<file path="src/rtl/instr_exec_unit.sv">
// instr_exec_unit
//   Reads a range of entries from the 32-entry instruction register and
//   executes each one. Most opcodes use a single-cycle ALU. DIV and MOD use
//   an iterative signed divider that produces one quotient bit per cycle.
//   One result per entry is returned over a valid/ready stream, and done
//   pulses after the last result has been accepted.
//
// Ports
//   clk, reset_n         clock; asynchronous active-low reset
//   start                one-cycle command, accepted only when idle
//   start_ptr, count     first entry and number of entries (0..32)
//   busy                 high in every state except IDLE
//   read_pointer         entry address driven to the instruction register
//   iw_opc/op_a/op_b     combinational read data of the addressed entry
//   res_valid/res_ready  result handshake
//   res_data             64-bit signed result
//   res_opc, res_ptr     opcode and entry address of the result
//   res_dbz              divide-by-zero flag for the result
//   done                 one-cycle pulse after the final handshake
module instr_exec_unit (
  input  logic               clk,
  input  logic               reset_n,
  input  logic               start,
  input  logic [4:0]         start_ptr,
  input  logic [5:0]         count,
  output logic               busy,
  output logic [4:0]         read_pointer,
  input  logic [2:0]         iw_opc,
  input  logic signed [31:0] iw_op_a,
  input  logic signed [31:0] iw_op_b,
  output logic               res_valid,
  input  logic               res_ready,
  output logic signed [63:0] res_data,
  output logic [2:0]         res_opc,
  output logic [4:0]         res_ptr,
  output logic               res_dbz,
  output logic               done
);

  localparam logic [2:0] S_IDLE   = 3'd0;
  localparam logic [2:0] S_FETCH  = 3'd1;
  localparam logic [2:0] S_EXEC   = 3'd2;
  localparam logic [2:0] S_DIVIDE = 3'd3;
  localparam logic [2:0] S_OUT    = 3'd4;
  localparam logic [2:0] S_FIN    = 3'd5;

  localparam logic [2:0] OP_ZERO  = 3'd0;
  localparam logic [2:0] OP_PASSA = 3'd1;
  localparam logic [2:0] OP_PASSB = 3'd2;
  localparam logic [2:0] OP_ADD   = 3'd3;
  localparam logic [2:0] OP_SUB   = 3'd4;
  localparam logic [2:0] OP_MULT  = 3'd5;
  localparam logic [2:0] OP_MOD   = 3'd7;

  logic [2:0]         state;
  logic [5:0]         remaining;
  logic [4:0]         div_cnt;

  logic [2:0]         opc_p0;
  logic signed [31:0] op_a_p0;
  logic signed [31:0] op_b_p0;

  // dvd_q starts as |dividend| and fills with quotient bits from the right
  // while the dividend bits are shifted out on the left.
  logic [31:0]        dvd_q;
  logic [31:0]        dvs;
  logic [31:0]        rem;
  logic               neg_q;
  logic               neg_r;

  logic signed [63:0] a_ext;
  logic signed [63:0] b_ext;
  logic signed [63:0] alu_res;
  logic               is_div;
  logic [32:0]        rem_sh;
  logic [32:0]        diff;
  logic [31:0]        rem_nxt;
  logic [31:0]        dvd_nxt;

  // Magnitude as unsigned; -2^31 maps to 2^31, which still fits in 32 bits.
  function automatic logic [31:0] mag32(input logic signed [31:0] v);
    logic signed [31:0] n;
    n = -v;
    return v[31] ? n : v;
  endfunction

  // Applies the sign to a 32-bit unsigned magnitude, widening to 64 bits so
  // that +2^31 (from -2^31 / -1) is representable.
  function automatic logic signed [63:0] apply_sign(input logic [31:0] m,
                                                    input logic        neg);
    logic signed [63:0] e;
    e = $signed({32'd0, m});
    return neg ? -e : e;
  endfunction

  assign busy   = (state != S_IDLE);
  assign done   = (state == S_FIN);
  assign is_div = (opc_p0[2:1] == 2'b11);
  assign a_ext  = {{32{op_a_p0[31]}}, op_a_p0};
  assign b_ext  = {{32{op_b_p0[31]}}, op_b_p0};

  always_comb begin
    alu_res = '0;
    case (opc_p0)
      OP_ZERO:  alu_res = '0;
      OP_PASSA: alu_res = a_ext;
      OP_PASSB: alu_res = b_ext;
      OP_ADD:   alu_res = a_ext + b_ext;
      OP_SUB:   alu_res = a_ext - b_ext;
      OP_MULT:  alu_res = a_ext * b_ext;
      default:  alu_res = '0;
    endcase
  end

  // One restoring-division step: shift in the next dividend bit, subtract
  // the divisor if it fits, and record the quotient bit.
  always_comb begin
    rem_sh  = {rem, dvd_q[31]};
    diff    = rem_sh - {1'b0, dvs};
    rem_nxt = diff[32] ? rem_sh[31:0] : diff[31:0];
    dvd_nxt = {dvd_q[30:0], ~diff[32]};
  end

  always_ff @(posedge clk or negedge reset_n) begin
    if (!reset_n) begin
      state        <= S_IDLE;
      remaining    <= '0;
      div_cnt      <= '0;
      read_pointer <= '0;
      res_valid    <= 1'b0;
      res_data     <= '0;
      res_opc      <= '0;
      res_ptr      <= '0;
      res_dbz      <= 1'b0;
    end else begin
      case (state)
        S_IDLE: begin
          if (start) begin
            if (count == 6'd0) begin
              state <= S_FIN;
            end else begin
              read_pointer <= start_ptr;
              remaining    <= count;
              state        <= S_FETCH;
            end
          end
        end
        // ---- FETCH -> EXEC: operands captured into _p0 ----
        S_FETCH: state <= S_EXEC;
        // ---- EXEC -> OUT / DIVIDE ----
        S_EXEC: begin
          if (is_div && (op_b_p0 != 32'sd0)) begin
            div_cnt <= '0;
            state   <= S_DIVIDE;
          end else begin
            res_valid <= 1'b1;
            res_data  <= alu_res;
            res_dbz   <= is_div;
            res_opc   <= opc_p0;
            res_ptr   <= read_pointer;
            state     <= S_OUT;
          end
        end
        // ---- DIVIDE -> OUT: last step folds into the sign fixup ----
        S_DIVIDE: begin
          div_cnt <= div_cnt + 5'd1;
          if (div_cnt == 5'd31) begin
            res_valid <= 1'b1;
            res_data  <= (opc_p0 == OP_MOD) ? apply_sign(rem_nxt, neg_r)
                                            : apply_sign(dvd_nxt, neg_q);
            res_dbz   <= 1'b0;
            res_opc   <= opc_p0;
            res_ptr   <= read_pointer;
            state     <= S_OUT;
          end
        end
        S_OUT: begin
          if (res_ready) begin
            res_valid <= 1'b0;
            remaining <= remaining - 6'd1;
            if (remaining == 6'd1) begin
              state <= S_FIN;
            end else begin
              read_pointer <= read_pointer + 5'd1;
              state        <= S_FETCH;
            end
          end
        end
        S_FIN:   state <= S_IDLE;
        default: state <= S_IDLE;
      endcase
    end
  end

  // Datapath registers carry no reset; they are always written before use.
  always_ff @(posedge clk) begin
    if (state == S_FETCH) begin
      opc_p0  <= iw_opc;
      op_a_p0 <= iw_op_a;
      op_b_p0 <= iw_op_b;
    end
    if (state == S_EXEC) begin
      dvd_q <= mag32(op_a_p0);
      dvs   <= mag32(op_b_p0);
      rem   <= '0;
      neg_q <= op_a_p0[31] ^ op_b_p0[31];
      neg_r <= op_a_p0[31];
    end else if (state == S_DIVIDE) begin
      dvd_q <= dvd_nxt;
      rem   <= rem_nxt;
    end
  end

endmodule

</file>
<file path="config.mk">
export PLATFORM = sky130hd
export DESIGN_NAME = instr_exec_unit
export DESIGN_NICKNAME = d
export VERILOG_FILES = /design/src/rtl/instr_exec_unit.sv
export SDC_FILE = /design/constraint.sdc
export NUM_CORES = 2
export LEC_CHECK = 0
export ABC_AREA = 1
export CORE_ASPECT_RATIO = 0.9
export CORE_MARGIN = 1.5
export CORE_UTILIZATION = 35
export DETAILED_ROUTE_END_ITERATION = 8
export PLACE_DENSITY = 0.51
export SETUP_SLACK_MARGIN = 0.2
export SYNTH_ARGS = -nofsm -noshare
export SYNTH_HDL_FRONTEND = slang
export SYNTH_SLANG_ARGS = --single-unit
</file>
<file path="constraint.sdc">
create_clock -name clk -period 9.3 [get_ports clk]
set_input_delay 1.86 -clock clk [delete_from_list [all_inputs] [get_ports clk]]
set_output_delay 1.86 -clock clk [all_outputs]
set_load 0.03 [all_outputs]
</file>
==> flow_summary.toml <==
[run]
cap_violations = 0

[grt]
antenna_found_initial = 3
grt-ovfl-total = 0
grt_util_all_layers_pct = 26.8
grt_first_pass_wirelength_um = 339000
grt_pass1_vias = 51511
grt_start_max_net_pins = 69

[final_layout]
nets = 9229
areaGrowthSynthToFinish_pct = 10.8
final_util_pct = 39.0
drive_above_1_share_pct = 5.71
final_area_um2 = 64800

[worst_setup_path]
worstSetupEndpointType = "flop"
cp-start-kind = "flop"
crit_slowest_cell = "edfxtp_1"
cp_common_cell = "fa_1"
worst-path-buf-inv = 4
crit_type = "reg -> reg"
critPathTopFamily = "adder cells"
cp_max_fo = 14
max_stage_delay_ns = 0.86
path_cells = "buf_4 > ha_1 > inv_1 > fa_1 > inv_1 > fa_1 > fa_1 > fa_1 > fa_1 > fa_1 > fa_1 > fa_1 > ha_1 > a21oi_1 > inv_1 > a31oi_1 > o21ai_0 > a21oi_1 > a21boi_0 > o21ai_0 > o21ai_0 > nand2_1 > a21oi_1 > a21oi_2"
worstPathArrival_ns = 9.34
cp.required_ns = 9.81

[drt]
via_per_inst = 5.00
routed_wl_um = 225000
vias = 50166
wl_per_cell_um = 22.4
first_iter_violations = 4318
final_antenna_net_count = 0
firstDrtPassIters = 8
drc = 0

[sta]
max_slew_margin_pct = 15.7
worst_pin_slew_ns = 1.25
setup_viol = 0
min_period_ns = 8.83
hold_violations = 0
rsz0062_at_grt = "false"
fmax_mhz = 113
finalMaxSlewViolations = 0
finClkSkew_ns = 0.0625
final.setup.tns_ns = 0
finalCritPeriodShare_pct = 94.9

[synthesis]
synthArstFlopShare_pct = 36.0
synth-seq-cells = 258
synth.most_common_cell = "inv_1"
ys_seq_area_share_pct = 11.9
ys.flop_type = "edfxtp_1"
synth-edff-count = 133
yosysWarnings = 0
netlist_top_cells_area = "fa_1 (37%), inv_1 (13%), nand2_1 (12%), edfxtp_1 (6.8%), ha_1 (6.3%)"
synth_top_area_share_pct = 37.1
syn_area_um2 = 58500
syn_nets = 9154
avgSynthCellArea_um2 = 7.60
synth_cell_types = 70
yosys-top-cells-count = "inv_1 (1,982), nand2_1 (1,803), fa_1 (1,085)"
synth_top_cell_by_area = "fa_1"
synth_cells = 7694

[hold_path]
worstHoldPathType = "reg -> reg"

[clock_tree]
htreeDepth = 2
numCtsBuffers = 39
cts_tree = "yes"
cts.clk_slew.worst_paths_ns = 0.06
numClockSinks = 258
cts_root_buffer = "clkbuf_16"
cts-hold-fix-buffers = 0
clk_latency_ns = 0.65
cts_buffer_depth = 3

[die]
coreArea_um2 = 166000
die_w_um = 434
die_y_um = 391
boundaryPins = 163
num_rows = 142
dieArea_um2 = 170000
start_util_pct = 35.2

[place]
gp_congestion = 0.968
io_buffers = 162
hpwlAfterDp_um = 187000
place_area_um2 = 63200

[run_status]
status = "finished, final reports clean"
final cells by class:
type	count	area (µm²)
Antenna cell	1	2.50
Inverter	1996	7490
Fill cell	17378	101000
Clock inverter	24	259
Tap cell	2232	2790
Timing Repair Buffer	394	3640
Multi-Input combinational cell	5080	42600
Sequential cell	258	6960
Clock buffer	47	1020
worst reg2reg max path, cell delays in order (launching register included):
cell and delay, ns:
edfxtp_1 0.86, buf_4 0.39, ha_1 0.43, inv_1 0.12
fa_1 0.49, inv_1 0.05, fa_1 0.47, fa_1 0.52
fa_1 0.62, fa_1 0.45, fa_1 0.46, fa_1 0.56
fa_1 0.44, ha_1 0.42, a21oi_1 0.17, inv_1 0.08
a31oi_1 0.31, o21ai_0 0.25, a21oi_1 0.30, a21boi_0 0.19
o21ai_0 0.27, o21ai_0 0.44, nand2_1 0.10, a21oi_1 0.26
a21oi_2 0.08
timing repair:
item                                    in CTS  in global routing
resized for setup                            0                  1
endpoints found under the setup margin       0                 10
setup buffers                                0                 27
per-stage QoR:
stage	instances	hold WS (ns)	setup WS (ns)
4_1_cts	10004	0.487	0.202
5_1_grt	10031	0.511	0.214
3_3_place_gp	9933	0.469	0.190
3_5_place_dp	9933	0.472	0.229
2_1_floorplan	7694	0.470	1.55
6_report	10032	0.486	0.471
path summary, 6_finish.rpt:
path | startpoint | endpoint | slack, ns | depth (start not counted)
max in group asynchronous | reset_n | res_data[44]$_DFFE_PN0P_ | 6.79 | 2
worst max register to register | op_a_p0[22]$_DFFE_PP_ | res_data[45]$_DFFE_PN0P_ | 0.47 | 24
worst min-delay path | res_ptr[3]$_DFFE_PN0P_ | res_ptr[3]$_DFFE_PN0P_ | 0.49 | 2
min in group asynchronous | reset_n | res_data[20]$_DFFE_PN0P_ | 1.17 | 1
worst max-delay path | op_a_p0[22]$_DFFE_PP_ | res_data[45]$_DFFE_PN0P_ | 0.47 | 24
worst min register to register | res_ptr[3]$_DFFE_PN0P_ | res_ptr[3]$_DFFE_PN0P_ | 0.49 | 2
cell families (layout without fill, tap and decap cells):
logic type      Yosys count  after routing  share of synthesized area [%]
buf+inv                2356           2461                           15.3
simple gates           2676           2676                           18.9
fa+ha+maj              1378           1378                           43.4
other cells               0              1                              0
xor+xnor                 99             99                           1.48
flops                   258            258                           11.9
compound gates          927            927                           8.93
placed cells by master (no fill, tap or decap), types with 10 or more instances in the layout:
| cell | netlist | final |
|---|---|---|
| nor3_1 | 79 | 73 |
| nand2_1 | 1803 | 1803 |
| ha_1 | 293 | 293 |
| o211ai_1 | 12 | 12 |
| o21bai_1 | 17 | 17 |
| nor2_1 | 392 | 390 |
| o21ai_0 | 291 | 291 |
| clkinv_1 | 6 | 11 |
| o2111ai_1 | 12 | 12 |
| nand3_1 | 201 | 201 |
| a21oi_2 | 22 | 22 |
| xnor2_1 | 24 | 24 |
| nor2_2 | 11 | 12 |
| dfrtp_1 | 93 | 93 |
| a21oi_1 | 388 | 388 |
| inv_2 | 8 | 10 |
| dfxtp_1 | 32 | 32 |
| a21o_1 | 21 | 21 |
| clkdlybuf4s50_1 | 0 | 161 |
| nor3_2 | 5 | 11 |
| nand4_1 | 50 | 50 |
| a31oi_1 | 40 | 40 |
| edfxtp_1 | 133 | 133 |
| xor2_1 | 75 | 75 |
| nand3b_1 | 12 | 12 |
| nor4_1 | 18 | 17 |
| clkbuf_16 | 0 | 39 |
| fa_1 | 1085 | 1085 |
| inv_1 | 1982 | 1982 |
| or2_2 | 30 | 30 |
| o21ai_1 | 11 | 11 |
| buf_12 | 2 | 22 |
| nand2_2 | 37 | 37 |
| buf_4 | 4 | 210 |
| o22ai_1 | 54 | 54 |
flip-flops by register name, summed over array words and instances, names as in the netlist:
| register | count |
|---|---|
| res_valid | 1 |
| remaining | 6 |
| state | 3 |
| dvs | 32 |
| neg_q | 1 |
| op_a_p0 | 32 |
| neg_r | 1 |
| res_opc | 3 |
| res_dbz | 1 |
| dvd_q | 32 |
| res_ptr | 5 |
| res_data | 64 |
| op_b_p0 | 32 |
| rem | 32 |
| div_cnt | 5 |
| opc_p0 | 3 |
| read_pointer | 5 |
metal layers:
| metal | wire length, µm | global-route usage (%) | part of all wire [%] |
|---|---|---|---|
| met1 | 102000 | 38.1 | 45 |
| met2 | 104000 | 43.7 | 46 |
| met3 | 12500 | 2.62 | 5.6 |
| met4 | 6510 | 6.69 | 2.9 |
| met5 | 0 | 0 | 0 |
Power is left out: the tool's default activity adds up to more than one toggle a clock period on the data nets, which glitch-free logic cannot reach.
==> variant: new RTL, same settings <==
Make the reset (`reset_n`) synchronous in one clocked block. Comments in the files are not updated.
--- a/src/rtl/instr_exec_unit.sv
+++ b/src/rtl/instr_exec_unit.sv
@@ -122,5 +122,5 @@
   end
 
-  always_ff @(posedge clk or negedge reset_n) begin
+  always_ff @(posedge clk) begin
     if (!reset_n) begin
       state        <= S_IDLE;
Function: changed (Yosys sat finds a counterexample within 4 cycles, from zero or initial values and one cycle with reset_n low; the reset may be asserted at any time).
==> variant against the original RTL <==
- routed wire length fell by 1.2%
- maximum frequency up 0.87%
- critical path depth up 3
- synthesized area decreased by 0.88%
- sequential cell count unchanged
- final cell count decreased by 0.71%
- cell area fell by 1.5%
- setup slack improved by 0.076 ns
Power is not shown: default switching activity piles up to over one toggle a cycle in this logic, so the estimate is an artifact.
==> variant: results (changes against the original RTL) <==
[drt]
routed_via_density = 5.02  ; +0.43%
routed_wirelength_mm = 222  ; -1.2%
drt_iter0_markers = 4405  ; +2.0%
drt-pass1-iter-count = 6  ; -2

[placement]
place_area_um2 = 62500  ; -1.0%
io_buffer_count = 162  ; unchanged
place.gp.congestion = 0.988  ; +2.1%
dp_hpwl_mm = 182  ; -2.9%

[yosys]
synth_edf_count = 133  ; unchanged
yosys-top-cells-area = fa_1 37%, inv_1 13%, nand2_1 12%
yosysSeqAreaShare_pct = 11.2  ; -0.70 points
synth_cell_type_count = 66  ; -5.7%
synth_common_cells = 1962 x inv_1, 1853 x nand2_1, 1085 x fa_1
synth.most_common_cell = inv_1
async_flop_share_pct = 0  ; -36 points
synth.net_count = 9157  ; +0.033%
ys.flop_type = edfxtp_1

[cells_and_area]
fill_cells = 17300  ; -0.73%
largest-register = res_data
largest_reg_flops = 64  ; unchanged
drive_gt1_share_pct = 4.71  ; -1.0 points

[critical_path]
cp_max_fo = 15  ; +1
slowest_delay_ns = 0.93  ; +0.07 ns
arrival_ns = 9.25  ; -0.09 ns
setup.worst_path.end_class = register
r2r_start = op_b_p0[9]$_DFFE_PP_
reg2reg_slack_ns = 0.55  ; +0.08 ns

[global_route]
track_usage_pct = 26.9  ; +0.089 points
antenna_found_initial = 11  ; +8
grt_pass1_vias = 51200  ; -0.68%
grt_start_max_net_pins = 64  ; -7.2%
grt_pass1_wl_mm = 338  ; -0.37%

[timing]
fin_skew_ns = 0.0587  ; -0.00386 ns
max_slew.worst_pin.slew_ns = 1.18  ; -0.0758 ns

[cts]
clk_latency_ns = 0.67  ; +0.02 ns
cts-buffers-inserted = 37  ; -5.1%
clkTransAtPathRegs_ns = 0.07
clk_path_buf_depth = 3  ; unchanged

[outcome]
status = completed

[worst_hold_path]
hp-class = reg2reg
hold_start = div_cnt[3]$_SDFFE_PN0P_

==> variant: cells by family (layout without fill, tap and decap cells) <==
group | count (synthesis) | in the layout | synth area share [%]
mux | 1 | 1 | 0.0173
simple gates | 2657 | 2657 | 18.9
buf+inv | 2346 | 2384 | 15.4
compound gates | 958 | 958 | 9.22
flops | 258 | 258 | 11.2
fa+ha+maj | 1377 | 1377 | 43.8
xor+xnor | 101 | 101 | 1.53
other cells | 0 | 9 | 0
==> variant: per-layer routing <==
layer | vias to the layer above | share of wire [%] | GRT usage, %
met4 | 2 | 3.3 | 7.78
met2 | 1717 | 45 | 42.7
met3 | 236 | 6.2 | 2.83
met1 | 25100 | 45 | 38.7
met5 | - | 0.0059 | 0
li1 | 22900 | - | -
==> variant: what timing repair did <==
item                                   in CTS  in global routing
resized for setup                           0                  2
setup buffers                               0                  1
setup endpoints to repair                   0                  5
endpoints found under the hold margin       0                  0
==> variant: metrics by stage <==
stage	setup WS, ns	instances	hold WS [ns]
after floorplan	1.30	7698	0.439
after detailed placement	0.506	9885	0.460
after global placement	0.341	9885	0.451
after CTS	0.498	9951	0.469
final	0.547	9961	0.466
after global routing	0.157	9960	0.489
==> variant: final cells by class <==
| class | count | area (µm²) | share of cell area [%] |
|---|---|---|---|
| multi-input cells | 5094 | 42600 | 66.8 |
| inverters | 1978 | 7430 | 11.6 |
| flip-flops and latches | 258 | 6500 | 10.2 |
| repair buffers | 340 | 3260 | 5.11 |
| well taps | 2216 | 2770 | 4.35 |
| clock buffers | 48 | 1030 | 1.61 |
| clock inverters | 18 | 139 | 0.218 |
| diodes | 9 | 22.5 | 0.0353 |
==> variant: tightest hold or removal path, stage by stage (launching register included) <==
cell	delay [ns]
dfxtp_1	0.31
nand2_1	0.06
a21oi_1	0.05
==> variant: worst paths after layout <==
path,to,cells past startpoint
worst max-delay path,res_data[43]$_SDFFE_PN0P_,27
worst min-delay path,div_cnt[3]$_SDFFE_PN0P_,2
worst max register to register,res_data[43]$_SDFFE_PN0P_,27
worst min register to register,div_cnt[3]$_SDFFE_PN0P_,2
